File: config.mk
export PLATFORM = sky130hd
export DESIGN_NAME = dsp_post_adder
export DESIGN_NICKNAME = d
export VERILOG_FILES = /design/src/rtl/dsp48a1_pkg.sv /design/src/rtl/dsp_pipe_reg.sv /design/src/rtl/dsp_post_adder.sv
export SDC_FILE = /design/constraint.sdc
export NUM_CORES = 1
export LEC_CHECK = 0
export CAP_MARGIN = 30
export CORE_MARGIN = 10
export CORE_UTILIZATION = 34
export DETAILED_ROUTE_END_ITERATION = 6
export PLACE_DENSITY_LB_ADDON = 0.2
export SLEW_MARGIN = 5
export SYNTH_ARGS = -nofsm -noshare
export SYNTH_HDL_FRONTEND = slang
export SYNTH_SLANG_ARGS = --single-unit
export TNS_END_PERCENT = 1
File: constraint.sdc
create_clock -name clk -period 11.97 [get_ports clk]
set_input_delay 2.394 -clock clk [delete_from_list [all_inputs] [get_ports clk]]
set_output_delay 2.394 -clock clk [all_outputs]
set_load 0.02 [all_outputs]
File: src/rtl/dsp48a1_pkg.sv
`default_nettype none
// +----------------------------------------------------------------------+
// | dsp48a1_pkg                                                          |
// | Shared widths and operand-mux select codes for the DSP48A1 slice.    |
// | Rev 1.0                                                              |
// +----------------------------------------------------------------------+
package dsp48a1_pkg;
    localparam int P_W = 48;
    localparam int M_W = 36;

    localparam logic [1:0] X_ZERO = 2'd0;
    localparam logic [1:0] X_M    = 2'd1;
    localparam logic [1:0] X_P    = 2'd2;
    localparam logic [1:0] X_DAB  = 2'd3;

    localparam logic [1:0] Z_ZERO = 2'd0;
    localparam logic [1:0] Z_PCIN = 2'd1;
    localparam logic [1:0] Z_P    = 2'd2;
    localparam logic [1:0] Z_C    = 2'd3;
endpackage
`default_nettype wire

File: src/rtl/dsp_pipe_reg.sv
`default_nettype none
// +----------------------------------------------------------------------+
// | dsp_pipe_reg                                                         |
// | Optional pipeline stage: sync reset, clock enable, or pure bypass.   |
// | Rev 1.0                                                              |
// +----------------------------------------------------------------------+
module dsp_pipe_reg #(
    parameter int WIDTH  = 1,
    parameter int ENABLE = 1
) (
    input  logic             clk,
    input  logic             rst,
    input  logic             ce,
    input  logic [WIDTH-1:0] d,
    output logic [WIDTH-1:0] q
);
    generate
        if (ENABLE != 0) begin : g_reg
            logic [WIDTH-1:0] r_q;
            always_ff @(posedge clk) begin
                if (rst) begin
                    r_q <= '0;
                end else if (ce) begin
                    r_q <= d;
                end
            end
            assign q = r_q;
        end else begin : g_bypass
            // Control inputs are intentionally ignored in bypass mode.
            logic unused_ctrl;
            assign unused_ctrl = ^{clk, rst, ce};
            assign q = d;
        end
    endgenerate
endmodule
`default_nettype wire

File: src/rtl/dsp_post_adder.sv
`default_nettype none
// +----------------------------------------------------------------------+
// | dsp_post_adder                                                       |
// | DSP48A1 X/Z operand muxes, 49-bit add/subtract, P and carry-out.     |
// | Rev 1.0                                                              |
// +----------------------------------------------------------------------+
module dsp_post_adder
    import dsp48a1_pkg::*;
#(
    parameter int CREG        = 1,
    parameter int CARRYINREG  = 1,
    parameter int PREG        = 1,
    parameter int CARRYOUTREG = 1,
    parameter     CARRYINSEL  = "OPMODE5"
) (
    input  logic           clk,
    input  logic           rst,
    input  logic           ce_c,
    input  logic           ce_carryin,
    input  logic           ce_p,
    input  logic [M_W-1:0] m,
    input  logic [P_W-1:0] dab,
    input  logic [P_W-1:0] c,
    input  logic [P_W-1:0] pcin,
    input  logic [7:0]     opmode,
    input  logic           carryin,
    output logic [P_W-1:0] p,
    output logic [P_W-1:0] pcout,
    output logic           carryout,
    output logic           carryoutf
);
    logic [P_W-1:0] c_q;
    logic [P_W-1:0] p_q;
    logic [P_W-1:0] x_mux;
    logic [P_W-1:0] z_mux;
    logic [P_W:0]   sum;
    logic           carry_src;
    logic           cin;
    logic           co_q;
    logic           unused_bits;

    assign unused_bits = ^{opmode[6], opmode[5], opmode[4], carryin};

    generate
        if (CARRYINSEL == "OPMODE5") begin : g_cin_opmode
            assign carry_src = opmode[5];
        end else if (CARRYINSEL == "CARRYIN") begin : g_cin_port
            assign carry_src = carryin;
        end else begin : g_cin_zero
            assign carry_src = 1'b0;
        end
    endgenerate

    dsp_pipe_reg #(.WIDTH(P_W), .ENABLE(CREG)) u_c_reg (
        .clk (clk), .rst (rst), .ce (ce_c), .d (c), .q (c_q)
    );

    dsp_pipe_reg #(.WIDTH(1), .ENABLE(CARRYINREG)) u_cyi_reg (
        .clk (clk), .rst (rst), .ce (ce_carryin), .d (carry_src), .q (cin)
    );

    always_comb begin
        x_mux = '0;
        case (opmode[1:0])
            X_ZERO:  x_mux = '0;
            X_M:     x_mux = {{(P_W-M_W){1'b0}}, m};
            X_P:     x_mux = p_q;
            X_DAB:   x_mux = dab;
            default: x_mux = '0;
        endcase
    end

    always_comb begin
        z_mux = '0;
        case (opmode[3:2])
            Z_ZERO:  z_mux = '0;
            Z_PCIN:  z_mux = pcin;
            Z_P:     z_mux = p_q;
            Z_C:     z_mux = c_q;
            default: z_mux = '0;
        endcase
    end

    // Carry-in joins X before subtraction, so sum[48] reads as a borrow.
    always_comb begin
        sum = '0;
        if (opmode[7]) begin
            sum = {1'b0, z_mux} - ({1'b0, x_mux} + {{P_W{1'b0}}, cin});
        end else begin
            sum = {1'b0, z_mux} + {1'b0, x_mux} + {{P_W{1'b0}}, cin};
        end
    end

    dsp_pipe_reg #(.WIDTH(P_W), .ENABLE(PREG)) u_p_reg (
        .clk (clk), .rst (rst), .ce (ce_p), .d (sum[P_W-1:0]), .q (p_q)
    );

    dsp_pipe_reg #(.WIDTH(1), .ENABLE(CARRYOUTREG)) u_co_reg (
        .clk (clk), .rst (rst), .ce (ce_p), .d (sum[P_W]), .q (co_q)
    );

    assign p         = p_q;
    assign pcout     = p_q;
    assign carryout  = co_q;
    assign carryoutf = co_q;
endmodule
`default_nettype wire

==> results of run 1 <==
layout make-up:
cell class,instances,share of cell area [%]
Clock inverter,6,0.499
Sequential cell,98,12.6
Inverter,135,3.26
Timing Repair Buffer,298,18.8
Multi-Input combinational cell,1244,59.6
Tap cell,461,3.71
Clock buffer,10,1.54
synth_stat cells (all sizes together), types with 4 or more instances:
| library cell | n | area share, % |
|---|---|---|
| a2111oi | 5 | 0.35 |
| a211o | 4 | 0.28 |
| a211oi | 25 | 1.5 |
| a21boi | 4 | 0.24 |
| a21o | 32 | 1.9 |
| a21oi | 120 | 4.9 |
| a221oi | 8 | 0.57 |
| a22o | 60 | 4.2 |
| a22oi | 26 | 1.6 |
| a311oi | 6 | 0.42 |
| a31oi | 14 | 0.76 |
| a41oi | 5 | 0.35 |
| and2 | 6 | 0.30 |
| and3 | 11 | 0.56 |
| and4 | 4 | 0.28 |
| buf | 60 | 3.3 |
| clkbuf | 70 | 2.1 |
| dfxtp | 98 | 16 |
| fa | 4 | 0.65 |
| ha | 139 | 14 |
| inv | 135 | 4.1 |
| mux2 | 83 | 7.5 |
| mux2i | 70 | 5.7 |
| nand2 | 68 | 2.1 |
| nand2b | 19 | 0.96 |
| nand3 | 17 | 0.69 |
| nand4 | 14 | 0.71 |
| nor2 | 187 | 5.7 |
| nor2b | 29 | 1.5 |
| nor3 | 28 | 1.1 |
| o211ai | 10 | 0.61 |
| o21a | 15 | 0.91 |
| o21ai | 69 | 2.9 |
| o21bai | 23 | 1.4 |
| o31a | 6 | 0.43 |
| o31ai | 6 | 0.40 |
| o41ai | 6 | 0.64 |
| or3 | 4 | 0.20 |
| xnor2 | 53 | 3.7 |
| xor2 | 29 | 2.0 |
logic make-up (layout without fill, tap and decap cells):
group,after synthesis,count (layout),synth area share [%]
and+or+nand+nor,402,402,15.0
DFF,98,98,15.8
buffers and inverters,265,449,9.53
xor gates and xnor gates,82,82,5.80
AOI/OAI and AO/OA,464,464,25.9
muxes,153,153,13.2
adders and majority gates,143,143,14.7
power by group through the flow:
stage / clock (mW) / combinational (mW) / sequential [mW]
2_1_floorplan: 0 / 0.802 / 0.424
3_3_place_gp: 0 / 1.16 / 0.412
3_5_place_dp: 0 / 1.17 / 0.414
4_1_cts: 0.348 / 1.17 / 0.406
5_1_grt: 0.357 / 1.29 / 0.412
6_report: 0.339 / 1.18 / 0.406
layer usage:
layer / vias up / GRT usage, % / routed length [um]
li1: 6052 / - / -
met1: 5917 / 28.4 / 22600
met2: 415 / 33.8 / 21900
met3: 46 / 2.83 / 2920
met4: 0 / 5.64 / 960
met5: - / 0 / 0
worst max-delay path: cells and delay by family:
kind                     cells  cell delay (ps)
AND/OR/NAND/NOR              4              710
XOR/XNOR                     1              200
buffers and inverters        3             1160
adder cells (fa/ha/maj)      1              380
AO/OA/AOI/OAI                8             3130
final timing paths:
kind	start	end	slack, ps	cells past startpoint
hold reg to reg	u_c_reg.q[9]	u_c_reg.q[9]	490	2
setup reg to reg	u_p_reg.q[1]	u_p_reg.q[45]	7010	14
hold / removal	u_c_reg.q[9]	u_c_reg.q[9]	490	2
setup / recovery	opmode[3]	u_p_reg.q[45]	4170	17
flip-flops by register name (all words and copies together) (netlist names):
signal / flops
u_c_reg.q: 48
u_co_reg.q: 1
u_cyi_reg.q: 1
u_p_reg.q: 48
per-stage QoR:
step | power, mW | worst slack (ps) | std cells | utilization [%] | hold slack (ps)
after floorplan | 1.23 | 5290 | 1607 | - | 454
after global placement | 1.57 | 4000 | 2236 | 42.6 | 468
after detailed placement | 1.58 | 3990 | 2236 | 42.6 | 476
after CTS | 1.93 | 4360 | 2252 | 43.5 | 497
after global routing | 2.06 | 3920 | 2252 | 43.5 | 526
final | 1.93 | 4170 | 2252 | 43.5 | 491
==> results_dict.tcl, run 1 <==
set metrics [dict create \
    status "complete, no violations" \
    power_density_nw_per_um2 124 \
    netlist_instances 1607 \
    firstDrtPassIters 5 \
    post-route-min-period_ps 7800 \
    yosysUniqueCellTypes 77 \
    cts_setup_buffers 0 \
    clockPowerShare_pct 17.6 \
    finalClockSkew_ps 16.6 \
    grt_pass1_vias 12116 \
    track_usage_pct 20.9 \
    fp.dieW_um 211 \
    layout-drive-gt1-share_pct 7.48 \
    crit_arrival_ps 8060 \
    path_cells "buf_2, buf_4, and2b_2, buf_4, a22oi_1, ha_1, nor2b_1, or4_1, a2bb2oi_1, o211ai_1, a31oi_1, a31oi_1, o31ai_1, a311oi_1, xnor2_1, nor2_1, a2111oi_0" \
    path_class "in2reg" \
    clk_latency_ps 380 \
    hpwlAfterDp_um 38000 \
    cts_root_buf "clkbuf_16" \
    port_buffers 288 \
    mostFrequentLayoutCell "clkdlybuf4s50_1" \
    critPathMaxFanout 49 \
    grt_pass1_wl_um 73100 \
    cts-buffers-inserted 9 \
    synth_edf_count 0 \
    wire_per_inst_um 21.5 \
    synth-main-ff-cell "dfxtp_1" \
    syn_to_final_growth_pct 25.4 \
    pwr-share-seq_pct 21.0 \
    first_iter_violations 902 \
    drc 0 \
    setup_viol 0 \
    ys_seq_area_share_pct 15.8 \
    clock_path_buffers 2 \
    antenna_found_initial 0 \
    async_reset_ff_share_pct 0 \
    fillers 3690 \
    cts_resized 0 \
    p_int_mw 1.05 \
    place.gp.congestion 0.954 \
    dieArea_um2 44500 \
    num_rows 69 \
    wirelength_um 48400 \
    critPathSlowestCell "o31ai_1" \
    ir_drop_uv 60.1 \
    synthesis.nets 1944 \
    end_kind "flip-flop" \
    multi_input_area_um2 9250 \
    finalSetupTns_ps 0 \
    ant_nets 0 \
    ios 292 \
    regArea_um2 1960 \
    core_area_um2 35700 \
    vias 12430 \
    ctsHtreeMaxLevel 3 \
    diodes 0 \
    max_freq_ghz 0.128 \
    avgSynthCellArea_um2 7.71 \
    synth-seq-cells 98 \
    p_sw_uw 884 \
    max_slew.worst_pin.slew_ps 1000 \
    hp-class "reg2reg" \
    required_ps 12230 \
    cts_tree "yes" \
    synth_area_um2 12400 \
    path_clk_slew_ps 80 \
    drv_cap 0 \
    cts_sinks 98 \
    drv_slew 0 \
    die_y_um 211 \
    grt_max_degree 78 \
    final-hold-violation-count 0 \
    grt_setup_unrepaired "no" \
    start_util_pct 34.7 \
    p_leak_nw 6.80 \
    final_area_um2 15500 \
    p_comb_share_pct 61.4 \
    gr-total-overflow 0 \
    hold_buffers 0 \
    vias_per_cell 5.52 \
    swShare_pct 45.8 \
    relSlewSlack_pct 33.0 \
    slowest_delay_ps 850 \
    yosys_warnings 0 \
    worst_setup_path_start_kind "input port" \
    timing.final.crit_share_pct 65.2 \
    layout.nets 2123 \
    final_cell_mix "clkdlybuf4s50_1 (280), nor2_1 (187), ha_1 (139)" \
    placed_area_um2 15200 \
]
No activity file was read; power rests on OpenSTA's default activity.
==> inputs of run 2 (changes only) <==
==> constraint.sdc (replaced) <==
create_clock -name clk -period 7.7 [get_ports clk]
set_input_delay 1.54 -clock clk [delete_from_list [all_inputs] [get_ports clk]]
set_output_delay 1.54 -clock clk [all_outputs]
set_load 0.02 [all_outputs]
==> run 2 against run 1 <==
Against the previous run: core utilization up 0.24 points; critical path type unchanged; critical path depth rose by 1; total power grew 55%; first-iteration DRC count grew 5.2%; highest routed layer unchanged; final area is 0.55% higher; clock skew hardly changed; largest cell class unchanged; worst hold slack about the same; die area stayed put.
==> results_dict.tcl, run 2 (synthesis results as in run 1) <==
set metrics [dict create \
    core_area_um2 35700 \
    firstDrtPassIters 5 \
    ir_drop_uv 92.7 \
    finalSetupTns_ps 0 \
    syn_to_final_growth_pct 26.0 \
    place.gp.congestion 0.966 \
    first_iter_violations 949 \
    power_density_nw_per_um2 192 \
    final_area_um2 15600 \
    max_slew.worst_pin.slew_ps 890 \
    vias 12431 \
    fin_util_pct 43.7 \
    grt_setup_unrepaired "no" \
    grt_max_degree 68 \
    p_leak_nw 6.85 \
    hold_buffers 0 \
    final_cell_mix "clkdlybuf4s50_1 (280), nor2_1 (187), ha_1 (139)" \
    fp.dieW_um 211 \
    timing.final.crit_share_pct 78.6 \
    max_freq_ghz 0.165 \
    mostFrequentLayoutCell "clkdlybuf4s50_1" \
    relSlewSlack_pct 40.7 \
    finalClockSkew_ps 17.1 \
    cts_root_buf "clkbuf_16" \
    fillers 3620 \
    drc 0 \
    drv_slew 0 \
    cts_setup_buffers 0 \
    status "complete, no violations" \
    end_kind "flip-flop" \
    required_ps 7950 \
    wire_per_inst_um 21.4 \
    wirelength_um 48400 \
    track_usage_pct 20.9 \
    worst_setup_path_start_kind "input port" \
    dieArea_um2 44500 \
    setup_viol 0 \
    grt_pass1_vias 12239 \
    die_y_um 211 \
    start_util_pct 34.7 \
    drv_cap 0 \
    port_buffers 288 \
    ctsHtreeMaxLevel 3 \
    hp-class "reg2reg" \
    diodes 0 \
    hpwlAfterDp_um 38600 \
    layout.nets 2134 \
    vias_per_cell 5.49 \
    clk_latency_ps 380 \
    final-hold-violation-count 0 \
    layout-drive-gt1-share_pct 8.05 \
    clock_path_buffers 2 \
    ant_nets 0 \
    gr-total-overflow 0 \
    placed_area_um2 15300 \
    cts_resized 0 \
    cts_tree "yes" \
    crit_arrival_ps 6300 \
    post-route-min-period_ps 6050 \
    antenna_found_initial 0 \
    num_rows 69 \
    cts-buffers-inserted 9 \
    critPathMaxFanout 27 \
    ios 292 \
    path_clk_slew_ps 80 \
    reg2reg_slack_ps 3160 \
    grt_pass1_wl_um 73200 \
    path_class "in2reg" \
    cts_sinks 98 \
]
run 2: changes by cell type in the layout (fill, tap and decap cells not counted), sizes merged:
cell and delta:
inv -1, buf +11, clkinv +1
run 2: path summary, 6_finish.rpt:
| path | from | end | cells past startpoint |
|---|---|---|---|
| worst max-delay path | opmode[3] | u_p_reg.q[45] | 18 |
| worst min-delay path | u_c_reg.q[0] | u_c_reg.q[0] | 2 |
| worst max register to register | u_p_reg.q[0] | u_p_reg.q[40] | 16 |
| worst min register to register | u_c_reg.q[0] | u_c_reg.q[0] | 2 |
run 2: cell type report:
| class | count | area, um^2 | share of cell area [%] |
|---|---|---|---|
| inverters | 135 | 507 | 3.24 |
| multi-input cells | 1244 | 9250 | 59.2 |
| well taps | 461 | 577 | 3.69 |
| clock inverters | 6 | 80.1 | 0.513 |
| clock buffers | 10 | 239 | 1.53 |
| repair buffers | 309 | 3000 | 19.2 |
| flip-flops and latches | 98 | 1960 | 12.6 |
run 2: critical path, cell delays in order:
cell	delay, ps
buf_2	160
buf_4	390
buf_4	360
mux2_2	400
a22oi_1	200
ha_1	360
inv_1	150
ha_1	320
a21o_1	190
a21oi_1	180
a21boi_0	130
o41ai_1	400
nor2_1	80
a211oi_1	370
o21ai_4	170
a311oi_1	360
xor2_1	110
a2111oi_0	380
run 2: layer usage:
layer | wire [um] | vias to the layer above | GRT usage, %
li1 | - | 6075 | -
met1 | 22200 | 5925 | 27.6
met2 | 21900 | 373 | 34.1
met3 | 2980 | 58 | 3.16
met4 | 1350 | 0 | 6.97
met5 | 0 | - | 0
run 2: through the flow:
step	setup slack (ps)	power (mW)	hold slack [ps]	cells
6_report	1650	2.99	491	2263
2_1_floorplan	1870	1.91	454	1607
4_1_cts	1670	3.00	500	2263
3_5_place_dp	1290	2.46	480	2247
3_3_place_gp	1350	2.45	467	2246
5_1_grt	1330	3.20	522	2263
run 2: power breakdown:
| group | switching (mW) | internal [mW] |
|---|---|---|
| logic | 1.04 | 0.800 |
| clock network | 0.253 | 0.269 |
| registers | 0.0713 | 0.560 |
==> inputs of run 3 (changes only) <==
==> constraint.sdc (replaced) <==
create_clock -name clk -period 6.2 [get_ports clk]
set_input_delay 1.24 -clock clk [delete_from_list [all_inputs] [get_ports clk]]
set_output_delay 1.24 -clock clk [all_outputs]
set_load 0.02 [all_outputs]
==> run 3 against run 2 <==
Against the previous run: die area did not move; via count up 1.3%; cell count rose by 1.2%; non-clock buffer count grew 28; worst setup slack lost 880 ps; count of clock-buffer cells in the layout shrank 1; routed wire length rose by 1.5%; global-route usage is 0.55 points higher; critical path depth fell by 1; critical endpoint unchanged.
==> results_dict.tcl, run 3 (synthesis results as in run 1) <==
set metrics [dict create \
    status "complete, no violations" \
    busiest_layer "met2" \
    drv_slew 0 \
    crit_arrival_ps 5700 \
    power_density_nw_per_um2 239 \
    finalNonFillerCells 2291 \
    cts-buffers-inserted 9 \
    track_usage_pct 21.5 \
    grt_max_degree 64 \
    cts_root_buf "clkbuf_16" \
    max_slew.worst_pin.slew_ps 969 \
    drv_cap 0 \
    critPathMaxFanout 21 \
    diodes 0 \
    hold_buffers 0 \
    ios 292 \
    port_buffers 288 \
    place_inst 2275 \
    multi_input_area_um2 9250 \
    met2_usage_pct 35.3 \
    fp.dieW_um 211 \
    finalClockSkew_ps 13.6 \
    firstDrtPassIters 6 \
    ff2ff_path_depth 16 \
    p_leak_nw 6.99 \
    clock_path_buffers 2 \
    required_ps 6470 \
    post-route-min-period_ps 5430 \
    final_cell_mix "clkdlybuf4s50_1 (280), nor2_1 (187), ha_1 (139)" \
    path_clk_slew_ps 80 \
    path_class "in2reg" \
    cts_resized 0 \
    gr-total-overflow 0 \
    vias_per_cell 5.50 \
    grt_pass1_wl_um 74600 \
    timing.final.crit_share_pct 87.6 \
    hpwlAfterDp_um 39400 \
    use_met1_pct 28.3 \
    end_kind "flip-flop" \
    drc 0 \
    regArea_um2 1960 \
    holdPathStages 2 \
    num_rows 69 \
    core_area_um2 35700 \
    final-hold-violation-count 0 \
    ir_drop_uv 133 \
    place.gp.congestion 0.936 \
    fin_total_pwr_mw 3.79 \
    cts_tree "yes" \
    fillers 3653 \
    use_met3_pct 4.05 \
    placed_area_um2 15500 \
    layout-drive-gt1-share_pct 9.45 \
    start_util_pct 34.7 \
    ctsHtreeMaxLevel 3 \
    grt_pass1_vias 12377 \
    worst_setup_path_start_kind "input port" \
    hold_slack_ps 491 \
    vias 12590 \
    dieArea_um2 44500 \
    wirelength_um 49100 \
    hp-class "reg2reg" \
    relSlewSlack_pct 35.2 \
    antenna_found_initial 1 \
    ant_nets 0 \
    layout.nets 2162 \
    first_iter_violations 888 \
    final_area_um2 15900 \
    syn_to_final_growth_pct 27.9 \
    cts_setup_buffers 0 \
    wire_per_inst_um 21.4 \
    max_freq_ghz 0.184 \
    mostFrequentLayoutCell "clkdlybuf4s50_1" \
    finalSetupTns_ps 0 \
    cts_sinks 98 \
    clk_latency_ps 390 \
    die_y_um 211 \
    setup_viol 0 \
    grt_setup_unrepaired "no" \
]
-- run 3: area by class of cell --
cell class / count / area share (%)
multi-input combinational: 1244 / 58.4
timing repair buffer: 337 / 20.4
sequential: 98 / 12.4
tap: 461 / 3.64
inverter: 135 / 3.20
clock buffer: 9 / 1.42
clock inverter: 7 / 0.592
-- run 3: metrics by stage --
| step | worst slack (ps) | util, % |
|---|---|---|
| finish | 769 | 44.4 |
| global route | 439 | 44.4 |
| CTS | 847 | 44.4 |
| detailed placement | 470 | 43.5 |
| global placement | 512 | 43.5 |
| floorplan | 673 | - |
-- run 3: path summary, 6_finish.rpt --
path,startpoint,endpoint,slack [ps]
min reg2reg,u_c_reg.q[14],u_c_reg.q[14],490
max,opmode[0],u_p_reg.q[45],770
min,u_c_reg.q[14],u_c_reg.q[14],490
max reg2reg,u_p_reg.q[0],u_co_reg.q,1710
-- run 3: worst max-delay path, cell delays in order --
cell and delay, ps:
buf_2 160, buf_4 330, mux2_2 370, a22o_1 220, ha_1 340, nor2b_1 100
or4_1 410, a2bb2oi_1 180, o211ai_1 330, a31oi_1 250, a31oi_1 420, o31ai_1 180
buf_4 190, a311oi_1 360, xnor2_1 170, nor2_1 60, a2111oi_0 360
-- run 3: per-layer routing --
| layer | part of all wire (%) | routed length, um |
|---|---|---|
| met1 | 46 | 22600 |
| met4 | 1.7 | 858 |
| met5 | 0 | 0 |
| met3 | 6.4 | 3140 |
| met2 | 46 | 22500 |
-- run 3: where the power goes --
group / switching, mW / leakage [nW] / internal, mW
combinational: 1.32 / 6.03 / 1.04
sequential: 0.0864 / 0.811 / 0.695
clock: 0.321 / 0.153 / 0.325
total: 1.73 / 6.99 / 2.06
